**src/rtl/pipe_issue_ctrl.sv**
```systemverilog
// In-order issue controller: instruction FIFO, write-back scoreboard and RAW-hazard hold
// in front of the fixed-latency register-bank ALU pipeline.
module pipe_issue_ctrl #(
    parameter int DEPTH    = 4,
    parameter int WB_LAT   = 3,
    parameter int MAX_FUNC = 11
) (
    input  logic        clk,
    input  logic        rst,
    input  logic        in_valid,
    output logic        in_ready,
    input  logic [3:0]  in_rs1,
    input  logic [3:0]  in_rs2,
    input  logic [3:0]  in_rd,
    input  logic [3:0]  in_func,
    input  logic [7:0]  in_addr,
    output logic        out_valid,
    output logic [3:0]  out_rs1,
    output logic [3:0]  out_rs2,
    output logic [3:0]  out_rd,
    output logic [3:0]  out_func,
    output logic [7:0]  out_addr,
    output logic        err_illegal,
    output logic        busy,
    output logic [15:0] stall_cnt
);

    localparam int AW = $clog2(DEPTH);
    localparam logic [3:0] MAX_F = 4'(MAX_FUNC);

    logic [AW:0]   wr_ptr_q, wr_ptr_d, rd_ptr_q, rd_ptr_d;
    logic [23:0]   mem_q [DEPTH];
    logic [23:0]   head;
    logic [3:0]    h_rs1, h_rs2, h_rd, h_func;
    logic          empty, full, push, pop, issue, illegal_h, hazard, stall_inc;

    logic [WB_LAT-1:0] sb_v_q;
    logic [3:0]        sb_rd_q [WB_LAT];

    logic          out_valid_q, out_valid_d, err_q, err_d;
    logic [23:0]   out_data_q, out_data_d;
    logic [15:0]   stall_q, stall_d;

    // Extra pointer bit separates full from empty when the indices match.
    assign empty = (wr_ptr_q == rd_ptr_q);
    assign full  = (wr_ptr_q[AW] != rd_ptr_q[AW]) && (wr_ptr_q[AW-1:0] == rd_ptr_q[AW-1:0]);

    assign head   = mem_q[rd_ptr_q[AW-1:0]];
    assign h_rs1  = head[23:20];
    assign h_rs2  = head[19:16];
    assign h_rd   = head[15:12];
    assign h_func = head[11:8];

    always_comb begin
        hazard = 1'b0;
        for (int i = 0; i < WB_LAT; i++) begin
            if (sb_v_q[i] && ((sb_rd_q[i] == h_rs1) || (sb_rd_q[i] == h_rs2))) begin
                hazard = 1'b1;
            end
        end
    end

    // Illegal ops are dropped even if their sources are still in flight.
    assign illegal_h = !empty && (h_func > MAX_F);
    assign issue     = !empty && !illegal_h && !hazard;
    assign stall_inc = !empty && !illegal_h && hazard;
    assign pop       = issue || illegal_h;
    assign push      = in_valid && !full;

    always_comb begin
        wr_ptr_d    = wr_ptr_q + {{AW{1'b0}}, push};
        rd_ptr_d    = rd_ptr_q + {{AW{1'b0}}, pop};
        out_valid_d = issue;
        out_data_d  = issue ? head : 24'd0;
        err_d       = illegal_h;
        stall_d     = (stall_inc && (stall_q != 16'hFFFF)) ? stall_q + 16'd1 : stall_q;
    end

    always_ff @(posedge clk or posedge rst) begin
        if (rst) begin
            wr_ptr_q    <= '0;
            rd_ptr_q    <= '0;
            sb_v_q      <= '0;
            out_valid_q <= 1'b0;
            out_data_q  <= 24'd0;
            err_q       <= 1'b0;
            stall_q     <= 16'd0;
        end else begin
            wr_ptr_q    <= wr_ptr_d;
            rd_ptr_q    <= rd_ptr_d;
            sb_v_q      <= {sb_v_q[WB_LAT-2:0], issue};
            out_valid_q <= out_valid_d;
            out_data_q  <= out_data_d;
            err_q       <= err_d;
            stall_q     <= stall_d;
        end
    end

    // Payload storage is qualified by the valid bits above, so it needs no reset.
    always_ff @(posedge clk) begin
        if (push) begin
            mem_q[wr_ptr_q[AW-1:0]] <= {in_rs1, in_rs2, in_rd, in_func, in_addr};
        end
        sb_rd_q[0] <= h_rd;
        for (int i = 1; i < WB_LAT; i++) begin
            sb_rd_q[i] <= sb_rd_q[i-1];
        end
    end

    assign in_ready    = !full;
    assign busy        = !empty || (|sb_v_q);
    assign out_valid   = out_valid_q;
    assign out_rs1     = out_data_q[23:20];
    assign out_rs2     = out_data_q[19:16];
    assign out_rd      = out_data_q[15:12];
    assign out_func    = out_data_q[11:8];
    assign out_addr    = out_data_q[7:0];
    assign err_illegal = err_q;
    assign stall_cnt   = stall_q;

endmodule

```
**config.mk**
```make
export PLATFORM = sky130hd
export DESIGN_NAME = pipe_issue_ctrl
export DESIGN_NICKNAME = d
export VERILOG_FILES = /design/src/rtl/pipe_issue_ctrl.sv
export SDC_FILE = /design/constraint.sdc
export NUM_CORES = 1
export LEC_CHECK = 0
export ABC_AREA = 1
export BUFFER_PORTS_ARGS = -buffer_cell sky130_fd_sc_hd__buf_4
export CORE_UTILIZATION = 48
export DETAILED_ROUTE_END_ITERATION = 8
export GPL_ROUTABILITY_DRIVEN = 0
export PLACE_DENSITY = 0.72
export SLEW_MARGIN = 20
export SYNTH_ARGS = -nofsm -noshare
export SYNTH_HDL_FRONTEND = slang
export SYNTH_SLANG_ARGS = --single-unit
```
**constraint.sdc**
```tcl
create_clock -name clk -period 4.3 [get_ports clk]
set_input_delay 0.43 -clock clk [delete_from_list [all_inputs] [get_ports clk]]
set_output_delay 0.43 -clock clk [all_outputs]
set_load 0.02 [all_outputs]
```
After elaboration in Yosys (flattened, before gate mapping)

Memory sizes are Yosys's and may differ from the RTL's.
Cells that the tools add are included.

Div/mod/pow operators: 0
Reduce and logical (&&, ||, !) cells: 20
Multipliers: 0
Equal/unequal tests: 10
$lt $le $gt $ge: 1
Muxes and demuxes: 6
Add/subtract/negate cells: 3
Bitwise logic cells: 0
Shift-type cells: 0

Operators with widths:

| kind                                                             | count |
|---|---|
| 4-bit equality test                                              | 6 |
| 24-bit 2-to-1 mux                                                | 1 |
| 16-bit by 1-bit adder with 16-bit output (second input constant) | 1 |
| 16-bit inequality test (second input constant)                   | 1 |
| 1-bit logical AND                                                | 10 |
| 3-bit by 1-bit adder with 3-bit output                           | 2 |
| 1-bit logical OR                                                 | 5 |
| 1-bit 2-to-1 mux                                                 | 5 |
| 4-bit > comparator (second input constant)                       | 1 |
| 1-bit logical NOT                                                | 4 |
| 3-bit equality test                                              | 1 |
| 3-bit OR reduction                                               | 1 |
| 2-bit equality test                                              | 1 |
| 1-bit inequality test                                            | 1 |

Memories kept: 2
Bits in latches: 0
Bits in writable memories: 108
Register bits: 51
Output and inout bits: 44
Bits in read-only memories: 0
Bits of input ports: 27

Memory list:

| memory  | words | bits a word | read ports | clocked after Yosys merged registers in | wr ports | RTL line | text |
|---|---|---|---|---|---|---|---|
| mem_q   | 4     | 24          | 1          | 0                                       | 1        | 32       | `logic [23:0] mem_q [DEPTH];` |
| sb_rd_q | 3     | 4           | 3          | 0                                       | 3        | 38       | `logic [3:0] sb_rd_q [WB_LAT];` |

Depth between registers and ports, before layout

Gate-level depths: netlist of the first run.
An unclocked memory read counts as a cell.

Depth after elaboration: 11
Gate-level depth with buffers: 18

Least setup slack after synthesis of the first run

Ideal clock, no wire load.

Path type: register to register
Start point: register rd_ptr_q[1]
End point: memory mem_q[2][0], enable pin
Path buffers: 1
Arrival: 2.836 ns
Slack: 1.028 ns
Stages on the path, launching flop included: 6
Library setup time: 0.435 ns
Data required time: 3.865 ns
Path through: dfrtp_1 buf_4 xnor2_1 nand3_1 nand2_1 nor3_1

Word-level cells in the longest chain between the ends: 6

RTL lines:

| item                                   | RTL line | text |
|---|---|---|
| start: declaration                     | 31       | `logic [AW:0] wr_ptr_q, wr_ptr_d, rd_ptr_q, rd_ptr_d;` |
| start signal: assignment               | 90       | `rd_ptr_q <= rd_ptr_d;` |
| 2-bit equality test                    | 46       | `assign full = (wr_ptr_q[AW] != rd_ptr_q[AW]) && (wr_ptr_q[AW-1:0] == rd_ptr_q[AW-1:0]);` |
| 1-bit logical AND                      | 46       |  |
| 1-bit logical NOT                      | --       |  |
| named net in_ready                     | 11       | `output logic in_ready,` |
| 1-bit logical AND                      | 68       | `assign push = in_valid && !full;` |
| 1-bit 2-to-1 mux                       | 101      | `if (push) begin` |
| 1-bit 2-to-1 mux (implied by the code) | 102      | `mem_q[wr_ptr_q[AW-1:0]] <= {in_rs1, in_rs2, in_rd, in_func, in_addr};` |
| end: declaration                       | 32       |  |

The timed path passes the listed nets, and every way through them passes these cells.

Final worst setup path of the first run

Start point: register rd_ptr_q[0]
End point: register out_data_q[0]

Word-level cells in the longest chain between the ends: 10
Elaborated cells on any way between the ends: 25

RTL lines:

| item                          | RTL line | text |
|---|---|---|
| memory 4 x 24 bit             | --       |  |
| 4-bit equality test           | 57       | `if (sb_v_q[i] && ((sb_rd_q[i] == h_rs1) \|\| (sb_rd_q[i] == h_rs2))) begin` |
| 1-bit logical OR              | 57       |  |
| 1-bit logical AND             | 57       |  |
| 1-bit 2-to-1 mux (3 in a row) | 57       |  |
| 1-bit logical NOT             | 65       | `assign issue = !empty && !illegal_h && !hazard;` |
| 1-bit logical AND             | 65       |  |
| 24-bit 2-to-1 mux *           | 74       | `out_data_d = issue ? head : 24'd0;` |
| named net out_data_d[0]       | 41       | `logic [23:0] out_data_q, out_data_d;` |
| end signal: assignment        | 93       | `out_data_q <= out_data_d;` |
| end: declaration              | 41       |  |

Mark *: on every way through the listed nets, which the timed path passes. The rest lies on a longest branch.
A chain may end at the register's enable or synchronous reset.

==> summary.md, run 1 <==
| Metric | Value |
|---|---|
| Crit-path leading delay family | `simple AND/OR/NAND/NOR gates` |
| Seq. cell area | `4370 sq um` |
| Outcome | `complete, no violations` |
| Multi-input logic area | `2000 sq um` |
| Max Root-Sink Buffers | `2` |
| Core Rows | `42` |
| Number of enable flip-flop cells after synthesis | `96` |
| Unique masters post-synth | `34` |
| Slowest CP cell | `inv_2` |
| Unrepaired setup endpoints after global routing | `false` |
| Post-synthesis compound-gate area fraction | `0.0305` |
| Initial Util | `0.497` |
| Final Hold Fails | `0` |
| Ys Warns | `0` |
| Post-detail-place hpwl | `8230 um` |
| Place WS | `1460 ps` |
| Mapped Avg Cell Area | `10.9 sq um` |
| Async set-reset flop share out of synthesis | `0.316` |
| CP most frequent cell | `nand2_1` |
| Period minus WS final | `2880 ps` |
| Worst-margin pin slew | `904 ps` |
| Setup TNS | `0 ps` |
| WL/cell | `15.2 um` |
| #FFs+latches synth | `158` |
| Syn Std Cell Area | `6640 sq um` |
| Max Clk Rate | `0.348 GHz` |
| Synth Area in Adders | `0.00943` |
| CP max stage delay | `610 ps` |
| Worst Skew | `7.43 ps` |
| Post-synthesis xor/xnor area fraction | `0.0251` |
| CTS Buf Count | `17` |
| Commonest non-fill, non-tap cell in the layout | `nand2_1` |
| Chip height | `120 um` |
| Post-CTS resize count | `0` |
| PnR worst setup slack | `1420 ps` |
| Max_cap viols | `0` |
| CTS H-tree depth | `4` |
| 1st-iter DRT viols | `410` |
| Clock transition at path regs | `60 ps` |
| Post-DRT Antenna Nets | `0` |
| Mux cell area share after synthesis | `0` |
| IO Pins | `71` |
| Post-CTS Setup Bufs | `0` |
| PD cells | `819 nW/um^2` |
| Clock Latency Late Sink | `420 ps` |
| Layout fillers | `1113` |
| Largest net degree at the start of global routing | `51` |
| Worst min path class | `in2async` |
| Sink Count | `158` |
| CTS tree | `done` |
| Leak Pwr | `3.43 nW` |
| Vias in the first global route | `4466` |
| CTS root buffer | `clkbuf_16` |
| Worst R2R Start | `rd_ptr_q[0]` |
| Crit path from | `rd_ptr_q[0]` |
| CP Cell Sequence | `inv_2 > nand2_1 > nand3_1 > nand2_2 > nand2_1 > nand2_1 > nand2_1 > clkinv_1 > nand2_1 > nand2_2 > nand2_4 > nand4_4 > nor3_1` |
| GRT Total Usage | `0.204` |
| Diodes inserted | `0` |
| Maximum VDD drop | `0.396 mV` |
| Most frequent cells in the layout | `178 x nand2_1, 96 x edfxtp_1, 76 x buf_4, 50 x dfrtp_1, 44 x nor2_1` |
| Largest family of logic cells by synthesized area | `simple AND/OR/NAND/NOR gates` |
| Grt ovf | `0` |
| Drt total wl | `13300 um` |
| Simple-Gate Fraction of Synth Area | `0.234` |
| Post-synthesis sequential area ratio | `0.659` |
| Die Wd | `120 um` |
| Final setup viols | `0` |
| Hold_buf cts | `0` |
| Port Buffers | `70` |
| Core area | `13300 sq um` |
| Nets | `715` |
| Critical path class | `reg2reg` |
| Req. time, crit path | `4600 ps` |
| Startpoint Class | `flip-flop` |
| Ys flop type | `edfxtp_1` |
| Synth Instances | `608` |
| DR pass1 iterations | `5` |
| Via Count | `4557` |
| DRC | `0` |
| Layout cells sized above 1 | `0.213` |
| Worst Path Arrival | `3170 ps` |
| CP endpoint kind | `flip-flop` |
| WP buf/inv | `2` |
| Die area | `14300 sq um` |
| Initial antenna violation count | `0` |
| Vias/cell | `5.23` |
| Syn-to-layout area delta | `18.9%` |
| Post-Syn Nets | `640` |
| Crit path max fanout | `48` |
| First-pass GRT wire length | `21900 um` |
| Slew Limit Headroom | `0.396` |
| Period utilization | `0.669` |
| Final Max Tran Viols | `0` |
==> area by class of cell <==
type,count,area share
Multi-Input combinational cell,390,0.254
Tap cell,176,0.0279
Timing Repair Buffer,76,0.0723
Inverter,40,0.0195
Sequential cell,158,0.554
Clock inverter,8,0.0103
Clock buffer,24,0.0623
==> flip-flops by register name, indices dropped and copies added, names as in the netlist <==
name	cells
mem_q	96
err_illegal	1
out_data_q	24
stall_cnt	16
sb_rd_q	12
sb_v_q	3
rd_ptr_q	3
wr_ptr_q	3
==> power breakdown <==
part | total [mW] | switching (mW) | internal (mW)
clock network | 1.43 | 0.575 | 0.860
logic | 2.73 | 1.90 | 0.828
registers | 2.30 | 0.200 | 2.10
==> cells by family after synthesis <==
group,count (synthesis)
adder cells (fa/ha/maj),5
flip-flops,158
buffers and inverters,60
XOR/XNOR,19
AND/OR/NAND/NOR,329
AO/OA/AOI/OAI,37
==> metal layers <==
layer  vias up  share of wire  global-route usage  routed length, um
met5         -              0                   0                  0
li1       2201              -                   -                  -
met4         0          0.017              0.0805                232
met1      2180           0.42               0.252               5600
met3        26          0.065              0.0680                860
met2       150           0.50               0.329               6600
==> worst reg2reg max path, delay by kind of cell (launching register included) <==
kind / cells / cell delay [ps]
buffers and inverters: 2 / 660
DFF: 1 / 380
and+or+nand+nor: 11 / 1720
==> metrics by stage <==
stage	area, sq um	power (mW)	util	hold slack [ps]	instances
after global routing	7890	6.91	0.591	184	872
after global placement	7320	5.00	0.548	373	840
after floorplan	6640	4.33	-	364	608
after detailed placement	7320	5.06	0.548	375	840
final	7890	6.46	0.591	177	872
after CTS	7890	6.51	0.591	188	872
==> final timing paths <==
check                                 endpoint  slack [ps]  cells after the start
worst max-delay path             out_data_q[0]        1420                     13
worst min register to register   sb_rd_q[0][6]         380                      0
worst min-delay path             out_data_q[3]         180                      2
min in group clk                   mem_q[0][3]         200                      1
max in group asynchronous       out_data_q[19]        3580                      2
worst max register to register   out_data_q[0]        1420                     13
==> synthesized netlist by cell type, types with 3 or more instances <==
cell type / count / share of area
xnor2_1: 4 / 0.0053
dfxtp_1: 12 / 0.036
nor3_2: 3 / 0.0045
xor2_1: 15 / 0.020
buf_6: 4 / 0.0068
o21ai_0: 7 / 0.0053
nand4_1: 17 / 0.016
nand3_1: 34 / 0.026
nand2_2: 14 / 0.013
clkbuf_1: 7 / 0.0040
inv_1: 36 / 0.020
edfxtp_1: 96 / 0.43
nand3_2: 13 / 0.020
nand2_1: 178 / 0.10
nor2_1: 44 / 0.025
dfrtp_1: 50 / 0.19
a32oi_1: 4 / 0.0053
nor3_1: 18 / 0.014
a21oi_1: 23 / 0.017
buf_2: 4 / 0.0030
ha_1: 5 / 0.0094
(Power assumes the default switching activity.)
==> inputs of run 2 (changes only) <==
--- a/config.mk
+++ b/config.mk
@@ -10,7 +10,7 @@
 export CORE_UTILIZATION = 48
 export DETAILED_ROUTE_END_ITERATION = 8
 export GPL_ROUTABILITY_DRIVEN = 0
-export PLACE_DENSITY = 0.72
+export PLACE_DENSITY = 0.75
 export SLEW_MARGIN = 20
 export SYNTH_ARGS = -nofsm -noshare
 export SYNTH_HDL_FRONTEND = slang
==> constraint.sdc (replaced) <==
create_clock -name clk -period 2.5 [get_ports clk]
set_input_delay 0.25 -clock clk [delete_from_list [all_inputs] [get_ports clk]]
set_output_delay 0.25 -clock clk [all_outputs]
set_load 0.02 [all_outputs]
==> summary.md, run 2 (same netlist as run 1, synthesis figures left out) <==
| Metric | Value |
|---|---|
| Port Buffers | `70 (unchanged)` |
| Hold_ws | `26.5 ps (was 177 ps)` |
| Unrepaired setup endpoints after global routing | `true (was false)` |
| GRT Total Usage | `0.207 (was 0.204)` |
| Vias in the first global route | `4682 (was 4466)` |
| Period utilization | `0.946 (was 0.669)` |
| Hold Path Origin | `in_addr[6]` |
| Clock Latency Late Sink | `420 ps (about the same)` |
| Core area | `13300 sq um (unchanged)` |
| Final Hold Fails | `0 (unchanged)` |
| Sink Count | `158 (unchanged)` |
| Post-DRT Antenna Nets | `0 (unchanged)` |
| Post-layout util | `0.607 (was 0.591)` |
| First-pass GRT wire length | `22700 um (was 21900 um)` |
| Chip height | `120 um (unchanged)` |
| Final Max Tran Viols | `0 (unchanged)` |
| Max Root-Sink Buffers | `2 (unchanged)` |
| Maximum VDD drop | `0.654 mV (was 0.396 mV)` |
| Placement Cell Area | `7470 sq um (was 7320 sq um)` |
| IO Pins | `71 (unchanged)` |
| Tot Pwr | `11.6 mW (was 6.46 mW)` |
| Final setup viols | `0 (unchanged)` |
| CTS H-tree depth | `4 (unchanged)` |
| 1st-iter DRT viols | `425 (was 410)` |
| Clock transition at path regs | `60 ps (about the same)` |
| Crit path max fanout | `25 (was 48)` |
| Die area | `14300 sq um (unchanged)` |
| Worst-margin pin slew | `555 ps (was 904 ps)` |
| Post-detail-place hpwl | `9230 um (was 8230 um)` |
| Slew Limit Headroom | `0.629 (was 0.396)` |
| Layout cells sized above 1 | `0.236 (was 0.213)` |
| WL/cell | `15.8 um (was 15.2 um)` |
| Setup TNS | `0 ps (unchanged)` |
| Vias/cell | `5.29 (was 5.23)` |
| Via Count | `4707 (was 4557)` |
| PnR worst setup slack | `134 ps (was 1420 ps)` |
| Max Clk Rate | `0.423 GHz (was 0.348 GHz)` |
| Die Wd | `120 um (unchanged)` |
| Post-Layout Cell Count | `889 (was 872)` |
| CP endpoint kind | `flip-flop (unchanged)` |
| Req. time, crit path | `2820 ps (was 4600 ps)` |
| Placed Instances | `853 (was 840)` |
| Worst Skew | `9.28 ps (was 7.43 ps)` |
| Largest net degree at the start of global routing | `51 (unchanged)` |
| Grt ovf | `0 (unchanged)` |
| Max FFs per register | `96 (unchanged)` |
| Max_cap viols | `0 (unchanged)` |
| Period minus WS final | `2370 ps (was 2880 ps)` |
| CTS tree | `done (unchanged)` |
| PD cells | `1430 nW/um^2 (was 819 nW/um^2)` |
| Commonest non-fill, non-tap cell in the layout | `nand2_1 (unchanged)` |
| Diodes inserted | `0 (unchanged)` |
| CTS root buffer | `clkbuf_16 (unchanged)` |
| Initial Util | `0.497 (unchanged)` |
| Place WS | `32.7 ps (was 1460 ps)` |
| Startpoint Class | `flip-flop (unchanged)` |
| Most frequent cells in the layout | `178 x nand2_1, 96 x edfxtp_1, 88 x buf_4, 49 x dfrtp_1, 44 x nor2_1 (was 178 x nand2_1, 96 x edfxtp_1, 76 x buf_4, 50 x dfrtp_1, 44 x nor2_1)` |
| Drt total wl | `14100 um (was 13300 um)` |
| Crit path from | `rd_ptr_q[0] (unchanged)` |
| DR pass1 iterations | `6 (was 5)` |
| Leak Pwr | `3.54 nW (was 3.43 nW)` |
| DRC | `0 (unchanged)` |
| Worst Path Arrival | `2690 ps (was 3170 ps)` |
| Critical path class | `reg2reg (unchanged)` |
| Final Cell Area | `8100 sq um (was 7890 sq um)` |
| Core Rows | `42 (unchanged)` |
| CTS Buf Count | `17 (unchanged)` |
| Nets | `732 (was 715)` |
| Worst min path class | `in2reg (was in2async)` |
| Initial antenna violation count | `0 (unchanged)` |
| Worst R2R Start | `rd_ptr_q[0] (unchanged)` |
| Syn-to-layout area delta | `22.0% (was 18.9%)` |
| Outcome | `complete, no violations (unchanged)` |
-- run 2: cell types whose count changed in the layout (fill, tap and decap cells not counted), moves of 4 or more --
cell / change
clkbuf_8: -4
nor3_2: -4
buf_4: +12
nor3_4: +4
-- run 2: final cells by class --
| type | count | area [sq um] |
|---|---|---|
| clock buffer | 18 | 429 |
| clock inverter | 14 | 118 |
| fill | 1100 | 5250 |
| inverter | 40 | 160 |
| multi-input combinational | 391 | 2060 |
| sequential | 158 | 4380 |
| tap | 176 | 220 |
| timing repair buffer | 92 | 736 |
-- run 2: report_power, final --
group          switching, mW  leakage (nW)  internal, mW  total [mW]
logic                   3.44          1.65          1.75        5.18
registers              0.401          1.62          3.61        4.01
clock network           1.01         0.268          1.37        2.38
-- run 2: final timing paths --
path                                   to  slack, ps  cells after the start
min in group asynchronous  out_data_q[11]        430                      3
max in group asynchronous  out_data_q[18]       1370                      4
max reg2reg                 out_data_q[0]        130                      9
min                           mem_q[0][6]         30                      1
min reg2reg                 sb_rd_q[0][8]        400                      0
max                         out_data_q[0]        130                      9
-- run 2: timing repair --
item	4_1_cts	5_1_grt
hold endpoints to repair	20	0
endpoints found under the setup margin	1	18
pin swaps	0	0
buffers inserted	0	1
cloned	0	2
gates resized for setup	1	7
hold buffers	1	0
-- run 2: per-layer routing --
metal,global-route usage,share of wire
met1,0.251,0.42
met2,0.346,0.50
met3,0.0509,0.058
met4,0.101,0.025
met5,0,0
-- run 2: worst max-delay path: stages, from the launching register on --
cell     delay (ps)
dfrtp_2         470
buf_12          180
o21ai_0         180
o22ai_1         100
inv_1            90
nor2_1          100
nor2_4          450
nand4_4         260
buf_12          230
nor3_1          180
